$ cat src/rtl/multiplier_package.sv
// Shared types and helpers for the shift-and-add multiplier.
package multiplier_package;

    // Sequencer states: load in IDLE, then WIDTH ADD/SHIFT pairs, then FIX.
    typedef enum logic [1:0] {
        IDLE  = 2'd0,
        ADD   = 2'd1,
        SHIFT = 2'd2,
        FIX   = 2'd3
    } state_t;

    // The counter has to hold the value WIDTH itself, so it needs clog2(WIDTH+1) bits.
    function automatic int counter_width(input int width);
        return $clog2(width + 1);
    endfunction

endpackage

$ cat src/rtl/multiplier_shift_add_control.sv
// Sequencer for the shift-and-add multiplier: FSM, datapath strobes, busy/done handshake.
module multiplier_shift_add_control
    import multiplier_package::*;
(
    input  logic clock,
    input  logic reset,
    input  logic start,
    input  logic counter_zero,
    input  logic multiplier_lsb,
    output logic load,
    output logic add,
    output logic count,
    output logic shift,
    output logic fix,
    output logic busy,
    output logic done
);

    state_t state;
    state_t next_state;

    // State register.
    always_ff @(posedge clock or posedge reset) begin
        // NOTE: registered state always uses non-blocking assignments so every flop samples pre-edge values.
        if (reset) begin
            state <= IDLE;
        end else begin
            state <= next_state;
        end
    end

    // Next-state logic and one-cycle strobes to the datapath.
    always_comb begin
        // NOTE: every output gets a default first so no path can leave a latch behind.
        next_state = state;
        load       = 1'b0;
        add        = 1'b0;
        count      = 1'b0;
        shift      = 1'b0;
        fix        = 1'b0;
        case (state)
            IDLE: begin
                if (start) begin
                    load       = 1'b1;
                    next_state = ADD;
                end
            end
            ADD: begin
                add        = multiplier_lsb;
                count      = 1'b1;
                next_state = SHIFT;
            end
            SHIFT: begin
                shift      = 1'b1;
                next_state = counter_zero ? FIX : ADD;
            end
            FIX: begin
                fix        = 1'b1;
                next_state = IDLE;
            end
            default: next_state = IDLE;
        endcase
    end

    // Registered handshake: busy follows the upcoming state, done pulses as FIX retires.
    always_ff @(posedge clock or posedge reset) begin
        if (reset) begin
            busy <= 1'b0;
            done <= 1'b0;
        end else begin
            busy <= (next_state != IDLE);
            done <= (state == FIX);
        end
    end

endmodule

$ cat src/rtl/multiplier_shift_add.sv
// Sequential shift-and-add multiplier, unsigned or two's-complement, 2*WIDTH-bit product.
module multiplier_shift_add
    import multiplier_package::*;
#(
    parameter int WIDTH = 8
) (
    input  logic                 clock,
    input  logic                 reset,
    input  logic                 start,
    input  logic                 signed_mode,
    input  logic [WIDTH-1:0]     operand_a,
    input  logic [WIDTH-1:0]     operand_b,
    output logic                 busy,
    output logic                 done,
    output logic [2*WIDTH-1:0]   product
);

    localparam int              COUNTER_BITS = counter_width(WIDTH);
    localparam logic [COUNTER_BITS-1:0] COUNT_INIT = COUNTER_BITS'(WIDTH);

    logic                    load;
    logic                    add;
    logic                    count;
    logic                    shift;
    logic                    fix;
    logic                    counter_zero;

    logic [WIDTH-1:0]        multiplicand;
    logic [WIDTH-1:0]        multiplier;
    logic [WIDTH-1:0]        accumulator;
    logic                    carry;
    logic                    negate_flag;
    logic [COUNTER_BITS-1:0] counter;

    logic [WIDTH-1:0]        magnitude_a;
    logic [WIDTH-1:0]        magnitude_b;
    logic [WIDTH:0]          sum;
    logic [2*WIDTH-1:0]      raw_product;

    // -2^(WIDTH-1) negates to itself, which read unsigned is exactly its magnitude.
    assign magnitude_a  = (signed_mode && operand_a[WIDTH-1]) ? -operand_a : operand_a;
    assign magnitude_b  = (signed_mode && operand_b[WIDTH-1]) ? -operand_b : operand_b;
    assign sum          = {1'b0, accumulator} + {1'b0, multiplicand};
    assign raw_product  = {accumulator, multiplier};
    assign counter_zero = (counter == '0);

    multiplier_shift_add_control control (
        .clock          (clock),
        .reset          (reset),
        .start          (start),
        .counter_zero   (counter_zero),
        .multiplier_lsb (multiplier[0]),
        .load           (load),
        .add            (add),
        .count          (count),
        .shift          (shift),
        .fix            (fix),
        .busy           (busy),
        .done           (done)
    );

    // Datapath: operand capture, conditional add, joint right shift, sign fix-up.
    always_ff @(posedge clock or posedge reset) begin
        // NOTE: these are plain flops, not a memory, so all of them reset; an abort clears product too.
        if (reset) begin
            multiplicand <= '0;
            multiplier   <= '0;
            accumulator  <= '0;
            carry        <= 1'b0;
            negate_flag  <= 1'b0;
            counter      <= '0;
            product      <= '0;
        end else begin
            if (load) begin
                multiplicand <= magnitude_a;
                multiplier   <= magnitude_b;
                accumulator  <= '0;
                carry        <= 1'b0;
                negate_flag  <= signed_mode & (operand_a[WIDTH-1] ^ operand_b[WIDTH-1]);
                counter      <= COUNT_INIT;
            end
            if (add) begin
                {carry, accumulator} <= sum;
            end
            if (count) begin
                counter <= counter - COUNTER_BITS'(1);
            end
            if (shift) begin
                carry       <= 1'b0;
                accumulator <= {carry, accumulator[WIDTH-1:1]};
                multiplier  <= {accumulator[0], multiplier[WIDTH-1:1]};
            end
            if (fix) begin
                product <= negate_flag ? -raw_product : raw_product;
            end
        end
    end

endmodule

$ cat config.mk
export PLATFORM = sky130hd
export DESIGN_NAME = multiplier_shift_add
export DESIGN_NICKNAME = d
export VERILOG_FILES = /design/src/rtl/multiplier_package.sv /design/src/rtl/multiplier_shift_add_control.sv /design/src/rtl/multiplier_shift_add.sv
export SDC_FILE = /design/constraint.sdc
export NUM_CORES = 1
export LEC_CHECK = 0
export CAP_MARGIN = 10
export CORE_ASPECT_RATIO = 2
export CORE_UTILIZATION = 55
export DETAILED_ROUTE_END_ITERATION = 10
export PLACE_DENSITY = 0.8
export SLEW_MARGIN = 20
export SYNTH_ARGS = -nofsm -noshare
export SYNTH_HDL_FRONTEND = slang
export SYNTH_SLANG_ARGS = --single-unit
$ cat constraint.sdc
create_clock -name clock -period 2.5 [get_ports clock]
set_clock_uncertainty 0.1 [all_clocks]
set_input_delay 0.5 -clock clock [delete_from_list [all_inputs] [get_ports clock]]
set_output_delay 0.5 -clock clock [all_outputs]
set_load 0.01 [all_outputs]
=== Yosys cells after proc, flatten, opt, wreduce, memory -nomap -nowiden ===
Cells that the tools add are included.

* Add/sub/neg operators: 5
* Equal/unequal tests: 3
* Muxes and demuxes: 22
* Bitwise gates (word level): 2
* Reductions and logical operators: 8

{| class="wikitable"
|+ Operator list
! cell !! number
|-
| two-way mux 8 bit || 7
|-
| two-way mux 16 bit || 1
|-
| negation 16 bit || 1
|-
| negation 8 bit || 2
|-
| adder 8 x 8 -> 9 bit || 1
|-
| two-way mux 1 bit || 9
|-
| two-way mux 4 bit || 2
|-
| case mux 2 bit (4 select lines) || 1
|-
| nonzero test 2 bit || 3
|-
| equality test 2 bit (second input constant) || 2
|-
| zero test 4 bit || 1
|-
| two-way mux 2 bit || 2
|-
| subtractor 4 x 1 -> 4 bit (second input constant) || 1
|-
| nonzero test 3 bit || 1
|-
| equality test 2 x 1 -> 1 bit (second input constant) || 1
|-
| logical AND 1 bit || 2
|-
| zero test 2 bit || 1
|-
| AND 1 bit || 1
|-
| bitwise XOR 1 bit || 1
|}

* Register bits after elaboration: 50
* Bits of input ports: 20
* Logic and storage cells: 50

=== Depth between registers and ports, before layout ===
* Depth after elaboration: 5
* Mapped depth: 7
* Gate-level depth less buffers: 7

=== By module ===
From an unflattened synthesis, not the netlist that was laid out.

* Cell total of the unflattened synthesis: 338
* Area total of the unflattened synthesis: 2997.9 µm²

{| class="wikitable"
|+ Modules (own cells, without submodules)
! module !! instances !! cells each !! area an instance (µm²) !! sequential area each (µm²)
|-
| multiplier_shift_add || 1 || 323 || 2835.2 || 1151.1
|-
| multiplier_shift_add_control || 1 || 15 || 162.7 || 100.1
|}

=== Least setup slack after synthesis ===
Ideal clock, no wire load.

* Kind: reg-to-reg
* From: reg accumulator[0]
* To: reg carry
* Library setup time: 0.124 ns
* Data arrival time: 1.864 ns
* Required time: 2.276 ns
* Slack: 0.412 ns
* Stages on the path, launching flop included: 8
* Clock period less this slack: 2.088 ns
* Path through: dfrtp_1 -> ha_1 -> fa_1 -> a211oi_1 -> nor2_1 -> o311a_1 -> nor3_1 -> o31ai_1

* Longest elaborated chain between the ends: 3

{| class="wikitable"
|+ RTL lines
! what !! RTL line !! RTL
|-
| from (decl) || multiplier_shift_add.sv:30 || <nowiki>logic [WIDTH-1:0] accumulator;</nowiki>
|-
| from (signal assigned) || multiplier_shift_add.sv:83 || <nowiki>{carry, accumulator} <= sum;</nowiki>
|-
| from (signal assigned) || multiplier_shift_add.sv:90 || <nowiki>accumulator <= {carry, accumulator[WIDTH-1:1]};</nowiki>
|-
| adder 8 x 8 -> 9 bit || multiplier_shift_add.sv:43 || <nowiki>assign sum = {1'b0, accumulator} + {1'b0, multiplicand};</nowiki>
|-
| two-way mux 1 bit || multiplier_shift_add.sv:82 || <nowiki>if (add) begin</nowiki>
|-
| two-way mux 1 bit || multiplier_shift_add.sv:88 || <nowiki>if (shift) begin</nowiki>
|-
| to (signal assigned) || multiplier_shift_add.sv:83 ||
|-
| to (decl) || multiplier_shift_add.sv:31 || <nowiki>logic carry;</nowiki>
|}

No other way between the ends.
A chain may end at the register's enable or synchronous reset.

=== Worst setup path in the final report ===
* From: reg multiplicand[0]
* To: reg carry

* Longest elaborated chain between the ends: 3

{| class="wikitable"
|+ RTL lines
! what !! RTL line !! RTL
|-
| from (decl) || multiplier_shift_add.sv:28 || <nowiki>logic [WIDTH-1:0] multiplicand;</nowiki>
|-
| from (signal assigned) || multiplier_shift_add.sv:75 || <nowiki>multiplicand <= magnitude_a;</nowiki>
|-
| adder 8 x 8 -> 9 bit || multiplier_shift_add.sv:43 ||
|-
| two-way mux 1 bit || multiplier_shift_add.sv:82 ||
|-
| two-way mux 1 bit || multiplier_shift_add.sv:88 ||
|}

No other way between the ends.

==> flow_summary.ini <==
[synth]
syn_avg_cell_area_um2 = 9.20
syn_inst = 315
synthesis.nets = 348
syn_area_um2 = 2900
synth_cell_types = 47
ys.flop_type = dfrtp_1
synthArstFlopShare_pct = 100
synth_warnings = 0
synth-seq-cells = 50
synth_edf_count = 0
ys_seq_area_share_pct = 43.2

[setup_path]
worstSetupEndpointType = flip-flop
arrival_ps = 2330
critical_path_class = reg2reg
cp.required_ps = 2600
crit_path_start_kind = flip-flop
path_max_fanout = 4
r2r_cells = 7

[flow_run]
cap_violations = 0

[clock_tree]
htree_num_levels = 2
post-cts-setup-buffer-count = 0
cts_resized = 0
cts_buffers = 5
cts.path.max_buffers = 2
clk_root_buffer_cell = clkbuf_8
clkSlewWorstSetupHoldPaths_ps = 90
cts_tree = done
clk_latency_ps = 310
cts_hold_buffers = 0
clkSinkCount = 50

[final_layout]
nFillCells = 466
multiInputGateArea_um2 = 1540
postLayoutCellArea_um2 = 3430
diodes = 0
mostFrequentLayoutCell = dfrtp_1
drive_gt1_share_pct = 5.67
area_delta_synth_final_pct = 18.3
mostFrequentLayoutCells = 50 x dfrtp_1, 49 x nand2_1, 40 x o21ai_0
register_area_um2 = 1250
nets = 385

[outcome]
status = complete, no violations

[pwr]
total_power_mw = 3.95
pwr_density_cell_nw_per_um2 = 1150
leakage_nw = 1.54
ir_drop_uv = 747

[sta]
min_period_over_period_pct = 88.9
finalSetupTns_ps = 0
worstMarginPinSlew_ps = 826
hold_violations = 0
final-setup-viol-count = 0
relSlewSlack_pct = 44.8
fmax_mhz = 450
layout_min_cycle_time_ps = 2220
grt_setup_unrepaired = no
finalMaxSlewViolations = 0

[die]
row_count = 37
dieArea_um2 = 5580
die_w_um = 53.3
io_pins = 38
die_h_um = 105
fp.coreArea_um2 = 5090
start_util_pct = 56.9

[drt]
vias = 2403
wire_per_inst_um = 14.0
via_per_inst = 5.85
firstDrtPassIters = 5
drc_errors = 0
ant_nets = 0
wirelength_mm = 5.77
drtIter0Drc = 39

[global_routing]
grt_pass1_vias = 2428
grt_use_total_pct = 24.2
grt_max_degree = 51
grt_util_met3_pct = 3.93
antenna_found_initial = 0
grt_pass1_wl_mm = 10.2
globalRouteOverflowTotal = 0
grt_use_met2_pct = 43.6
use_met1_pct = 26.8
grt-busiest-layer = met2

[worst_hold_path]
hp-class = reg2reg
worstHoldPathCells = 2

[placement]
hpwl_mm = 4.45
placed_area_um2 = 3320
port_buffers = 37
place_congestion = 0.822
[final timing paths]
path | from | endpoint | slack [ps]
max in group asynchronous | reset | multiplicand[1]$_DFFE_PP0P_ | 1640
worst min-delay path | product[4]$_DFFE_PP0P_ | product[4]$_DFFE_PP0P_ | 380
worst min register to register | product[4]$_DFFE_PP0P_ | product[4]$_DFFE_PP0P_ | 380
worst max register to register | multiplicand[0]$_DFFE_PP0P_ | carry$_DFFE_PP0P_ | 280
worst max-delay path | multiplicand[0]$_DFFE_PP0P_ | carry$_DFFE_PP0P_ | 280
min in group asynchronous | reset | product[5]$_DFFE_PP0P_ | 430
[worst max-delay path, cell delays in order (launching register included)]
cell,delay [ps]
dfrtp_1,400
ha_1,240
fa_1,440
a211oi_1,260
nor2_1,140
o311a_1,300
nor3_1,150
o31ai_1,90
[metrics by stage]
stage | instances | hold WS [ps] | setup WS [ps] | util (%)
3_5_place_dp | 403 | 369 | 163 | 65.3
6_report | 411 | 382 | 277 | 67.4
2_1_floorplan | 315 | 353 | 412 | -
4_1_cts | 411 | 389 | 309 | 67.4
3_3_place_gp | 403 | 360 | 202 | 65.3
5_1_grt | 411 | 413 | 118 | 67.4
[area by class of cell]
class | count | area share [%]
repair buffers | 41 | 12.0
clock buffers | 7 | 2.22
flip-flops and latches | 50 | 36.5
multi-input cells | 242 | 45.0
inverters | 12 | 1.31
well taps | 58 | 2.12
clock inverters | 1 | 0.875
[flip-flops by register name (all words and copies together), names as in the netlist]
signal         flops
accumulator        8
carry              1
control.busy       1
control.done       1
control.state      2
counter            4
multiplicand       8
multiplier         8
negate_flag        1
product           16
[power by group]
part | internal, mW | switching, mW
logic | 0.889 | 0.963
clock network | 0.300 | 0.267
registers | 1.14 | 0.385
total | 2.33 | 1.61
[synthesized netlist by cell type, drive strengths merged, types with 3 or more instances]
cell,instances,area share [%]
inv,12,1.6
nor2,18,2.4
dfrtp,50,43
nand3,10,1.7
or2,3,0.65
o22ai,3,0.65
ha,12,5.2
or3,3,0.65
nor3,5,0.86
a21oi,11,1.9
xnor2,9,2.7
a211oi,4,1.0
a22oi,8,2.1
xor2,19,5.7
o21ai,41,7.1
nor2b,4,0.86
clkbuf,5,0.65
o31ai,5,1.3
nand2b,4,0.86
a221o,3,1.0
o41ai,4,1.7
nand3b,3,0.78
nand2,50,6.6
buf,6,1.4
[routing by layer]
layer	share of wire, %	vias to the layer above
met3	1.8	7
met5	0	-
met2	57	42
met1	39	1164
li1	-	1190
met4	1.8	0
[logic make-up (layout without fill, tap and decap cells)]
family,Yosys count,after routing,synth area share [%]
multiplexers,3,3,1.08
adder cells (fa/ha/maj),13,13,5.87
XOR/XNOR,28,28,8.46
AND/OR/NAND/NOR,105,105,17.1
AO/OA/AOI/OAI,93,93,20.7
buffers and inverters,23,61,3.63
flip-flops,50,50,43.2
Power figures use the tool's default switching activity.
==> edit 1, RTL diff (same flow settings) <==
Reset style: synchronous (`reset`), changed in 3 clocked blocks.
--- a/src/rtl/multiplier_shift_add_control.sv
+++ b/src/rtl/multiplier_shift_add_control.sv
@@ -20,7 +20,7 @@
     state_t next_state;
 
     // State register.
-    always_ff @(posedge clock or posedge reset) begin
+    always_ff @(posedge clock) begin
         // NOTE: registered state always uses non-blocking assignments so every flop samples pre-edge values.
         if (reset) begin
             state <= IDLE;
@@ -63,7 +63,7 @@
     end
 
     // Registered handshake: busy follows the upcoming state, done pulses as FIX retires.
-    always_ff @(posedge clock or posedge reset) begin
+    always_ff @(posedge clock) begin
         if (reset) begin
             busy <= 1'b0;
             done <= 1'b0;
--- a/src/rtl/multiplier_shift_add.sv
+++ b/src/rtl/multiplier_shift_add.sv
@@ -60,7 +60,7 @@
     );
 
     // Datapath: operand capture, conditional add, joint right shift, sign fix-up.
-    always_ff @(posedge clock or posedge reset) begin
+    always_ff @(posedge clock) begin
         // NOTE: these are plain flops, not a memory, so all of them reset; an abort clears product too.
         if (reset) begin
             multiplicand <= '0;
Behaviour: differs if reset is asserted again (counterexample within 4 cycles, from zero or initial values and one cycle with reset high); with reset held inactive, the same outputs for 10 cycles.
==> edit 1 against the unedited design <==
- the flow now finishes with violations (design-rule violations)
- sequential cell count unchanged
- final area shrank 4.6%
- routed wire length is 4.8% higher
- global-route usage up 2.6 points
- maximum frequency decreased by 2.3%
- worst hold slack lost 0.023 ns
- critical path depth did not move
- area after synthesis fell by 5.7%
- setup slack worse by 0.053 ns
- critical endpoint is now accumulator[6]
- highest routed layer unchanged
Power is not compared: it rests on default switching activity, and its combinational part moved more than twofold at a synthesized area within 25%.
==> edit 1: results (changes against the unedited design) <==
ys_top_cells_by_count: "nor2_1 (51), dfxtp_1 (50), a211oi_1 (23)"
slowest_stage: "fa_1"
violations: "design-rule violations"
grt_max_degree: 32  # -37%
critPathMaxFanout: 7  # +3
cts_resized: 0  # unchanged
setup.worst_path.start: "accumulator[0]"
arrival_ns: 2.42  # +0.09 ns
drive_above_1_share_pct: 6.37  # +0.71 points
seq_area_frac_synth_pct: 36.6  # -6.5 points
reg2reg_slack_ns: 0.22  # -0.05 ns
routedWlPerCell_um: 14.5  # +3.0%
drtIter0Drc: 70  # +79%
grt_usage_pct: 26.8  # +2.6 points
status: "finished with violations"
dpl.cell_count: 410  # +1.7%
post-place-ws_ns: 0.252  # +0.0891 ns
endpoint: "accumulator[6]"
ys.flop_type: "dfxtp_1"
synth_cells: 327  # +3.8%
netlist_top_cells_area: "dfxtp_1 (37%), nor2_1 (7.0%), a211oi_1 (6.3%), xor2_1 (5.8%), ha_1 (5.5%)"
drt-pass1-iter-count: 8  # +3
via_count: 2490  # +3.6%
drc_errors: 2  # +2
first_global_vias: 2430  # +0.082%
place_hpwl_um: 4660  # +4.8%
fin_nets: 393  # +2.1%
netlist-cell-type-count: 45  # -4.3%
avgViaCountPerCell: 5.96  # +1.9%
period_share_pct: 91.0  # +2.1 points
syn-num-nets: 360  # +3.4%
gp_congestion: 0.815  # -0.96%
ir_worst_vdd_mv: 0.535
async_flop_share_pct: 0  # -100 points
edit 1: changes by cell type after synthesis, moves of 8 or more:
| cell | change |
|---|---|
| a211oi_1 | +19 |
| a21oi_1 | +8 |
| a222oi_1 | +11 |
| clkbuf_1 | +11 |
| dfrtp_1 | -50 |
| dfxtp_1 | +50 |
| nand2_1 | -30 |
| nor2_1 | +34 |
| o21ai_0 | -28 |
edit 1: layer usage:
metal / global-route usage [%] / up-vias / wire length, µm
met5: 0 / - / 0
met4: 13.5 / 0 / 142
met3: 5.86 / 12 / 178
met2: 49.5 / 51 / 3460
met1: 26.7 / 1159 / 2260
li1: - / 1268 / -
edit 1: worst register-to-register path, cell delays in order (launching register included):
cell	delay [ns]
dfxtp_1	0.38
ha_1	0.27
fa_1	0.45
a211oi_1	0.22
o21ai_0	0.14
and3_1	0.19
or3_1	0.30
a21oi_1	0.14
edit 1: worst min path at each step:
stage	from	endpoint	slack [ns]	depth (start not counted)
4_1_cts	product[0]	product[0]	0.36	2
2_1_floorplan	multiplicand[0]	multiplicand[0]	0.34	2
3_3_place_gp	product[0]	product[0]	0.34	2
3_5_place_dp	product[0]	product[0]	0.35	2
5_1_grt	product[0]	product[0]	0.38	2
6_report	product[0]	product[0]	0.36	2
edit 1: power groups by stage:
stage          Combinational (mW)  Clock, mW  Sequential, mW
2_1_floorplan               0.251          0           0.894
6_report                    0.363      0.528           0.897
3_3_place_gp                0.353          0           0.912
4_1_cts                     0.366      0.539           0.896
5_1_grt                     0.408      0.570           0.904
3_5_place_dp                0.363          0           0.915
edit 1: kinds of logic (layout without fill, tap and decap cells):
| kind of cell | after synthesis | after routing | share of synthesized area (%) |
|---|---|---|---|
| compound gates | 92 | 92 | 24.2 |
| flops | 50 | 50 | 36.6 |
| buf+inv | 29 | 63 | 3.98 |
| fa+ha+maj | 13 | 13 | 6.22 |
| xor+xnor | 27 | 27 | 8.65 |
| mux | 3 | 3 | 1.14 |
| simple gates | 113 | 113 | 19.2 |
edit 1: area by class of cell:
type | count | area [µm²]
multi-input cells | 248 | 1630
fillers | 413 | 1550
flip-flops and latches | 50 | 1000
repair buffers | 45 | 430
clock buffers | 7 | 96.3
well taps | 57 | 71.3
inverters | 10 | 37.5
clock inverters | 1 | 8.76
edit 1: metrics by stage:
| step | hold slack (ns) | instance area, µm² |
|---|---|---|
| finish | 0.358 | 3270 |
| global route | 0.384 | 3270 |
| CTS | 0.362 | 3270 |
| detailed placement | 0.349 | 3170 |
| global placement | 0.344 | 3170 |
| floorplan | 0.341 | 2730 |
==> edit 2, RTL diff (same flow settings) <==
Without the edit above. Encoding of `state_t`: now one-hot (4 bits for 4 states).
--- a/src/rtl/multiplier_package.sv
+++ b/src/rtl/multiplier_package.sv
@@ -2,11 +2,11 @@
 package multiplier_package;
 
     // Sequencer states: load in IDLE, then WIDTH ADD/SHIFT pairs, then FIX.
-    typedef enum logic [1:0] {
-        IDLE  = 2'd0,
-        ADD   = 2'd1,
-        SHIFT = 2'd2,
-        FIX   = 2'd3
+    typedef enum logic [3:0] {
+        IDLE  = 4'b0001,
+        ADD   = 4'b0010,
+        SHIFT = 4'b0100,
+        FIX   = 4'b1000
     } state_t;
 
     // The counter has to hold the value WIDTH itself, so it needs clog2(WIDTH+1) bits.
Behaviour: no difference found for any inputs over 10 cycles, from zero or initial values and one cycle with reset high; not proved beyond that.
==> edit 2 against the unedited design <==
- sequential power is 8% lower
- area after synthesis hardly changed
- final area is 1.5% higher
- routed wire length is 1.7% higher
- clock power is 12% higher
- final cell count is 0.49% lower
- first-iteration DRC count is 10% higher
- sequential cell count is 2 higher
- via count is 1.7% lower
- setup slack worse by 0.0074 ns
- power is 15% lower
- non-clock buffer count is 1 higher
- critical endpoint is now accumulator[6]
==> edit 2: results (changes against the unedited design) <==
gp_congestion: 0.845  # +2.7%
yosys.area_share.xor_xnor_pct: 8.75  # +0.29 points
netlist_top_cells_area: "dfrtp_1 (44%), o21ai_0 (7.2%), ha_1 (5.6%), nand2_1 (5.3%), xor2_1 (4.8%)"
synthMuxAreaShare_pct: 0.690  # -0.39 points
drtIter0Drc: 43  # +10%
via_count: 2362  # -1.7%
first_global_vias: 2286  # -5.8%
inverters: 17  # +5
critPathMaxFanout: 7  # +3
seq_area_frac_synth_pct: 44.9  # +1.7 points
arrival_ns: 2.31  # -0.02 ns
status: "complete, no violations"
synth-compound-area-share_pct: 19.3  # -1.4 points
p_seq_share_pct: 41.7  # +3.0 points
multi_input_cells: 232  # -4.1%
sh_seq_area_pct: 37.4  # +0.95 points
clkCellAreaFrac_pct: 3.63  # +0.53 points
synth_top_area_share_pct: 44.0  # +0.83 points
fin_nets: 384  # -0.26%
max_stage_delay_ns: 0.46  # +0.02 ns
drive_above_1_share_pct: 6.55  # +0.89 points
buffers: 42  # +2.4%
slew_headroom_pct: 61.6  # +17 points
multiInputGateArea_um2: 1500  # -3.1%
swShare_pct: 38.9  # -2.1 points
ir_worst_vdd_mv: 0.717  # -4.1%
grt_usage_pct: 24.5  # +0.30 points
slowest_stage: "dfrtp_1"
switchingPower_mw: 1.30  # -19%
synth_seq_cells: 52  # +4.0%
post-place-ws_ns: 0.287  # +0.124 ns
min_from: "product[0]"
drt-total-wl_um: 5870  # +1.7%
syn-num-nets: 345  # -0.86%
ys_top_cells_by_count: "dfrtp_1 (51), o21ai_0 (42), nand2_1 (41)"
non_clock_buffer_area_share_pct: 12.1  # +0.043 points
grt_max_degree: 30  # -41%
total_leakage_power_nw: 1.60  # +3.7%
fmax_mhz: 448  # -0.33%
[edit 2: changes by cell type in the layout (fill, tap and decap cells not counted), sizes merged, moves of 4 or more]
cell	before	now
a22oi	8	12
inv	12	17
nand2	50	41
nor2b	4	0
xnor2	9	13
[edit 2: worst register-to-register path: stages (launching register included)]
cell      delay (ns)
dfrtp_1         0.46
ha_1            0.26
fa_1            0.44
a211oi_1        0.25
o21bai_1        0.12
a21oi_1         0.22
xor2_1          0.16
o21ai_0         0.10
[edit 2: metal layers]
layer	track usage, %	vias up	share of wire [%]
li1	-	1181	-
met1	24.4	1124	36
met2	45.8	48	58
met3	4.95	9	2.4
met4	9.59	0	2.7
met5	0	-	0
[edit 2: cells by family after synthesis]
kind of cell    Yosys count
compound gates           91
xor+xnor                 29
fa+ha+maj                14
buf+inv                  27
flops                    52
mux                       2
simple gates             96
[edit 2: per-stage QoR]
stage                     area (µm²)  std cells
after detailed placement        3350        401
after global routing            3480        409
after global placement          3350        401
after floorplan                 2900        311
final                           3480        409
after CTS                       3480        409
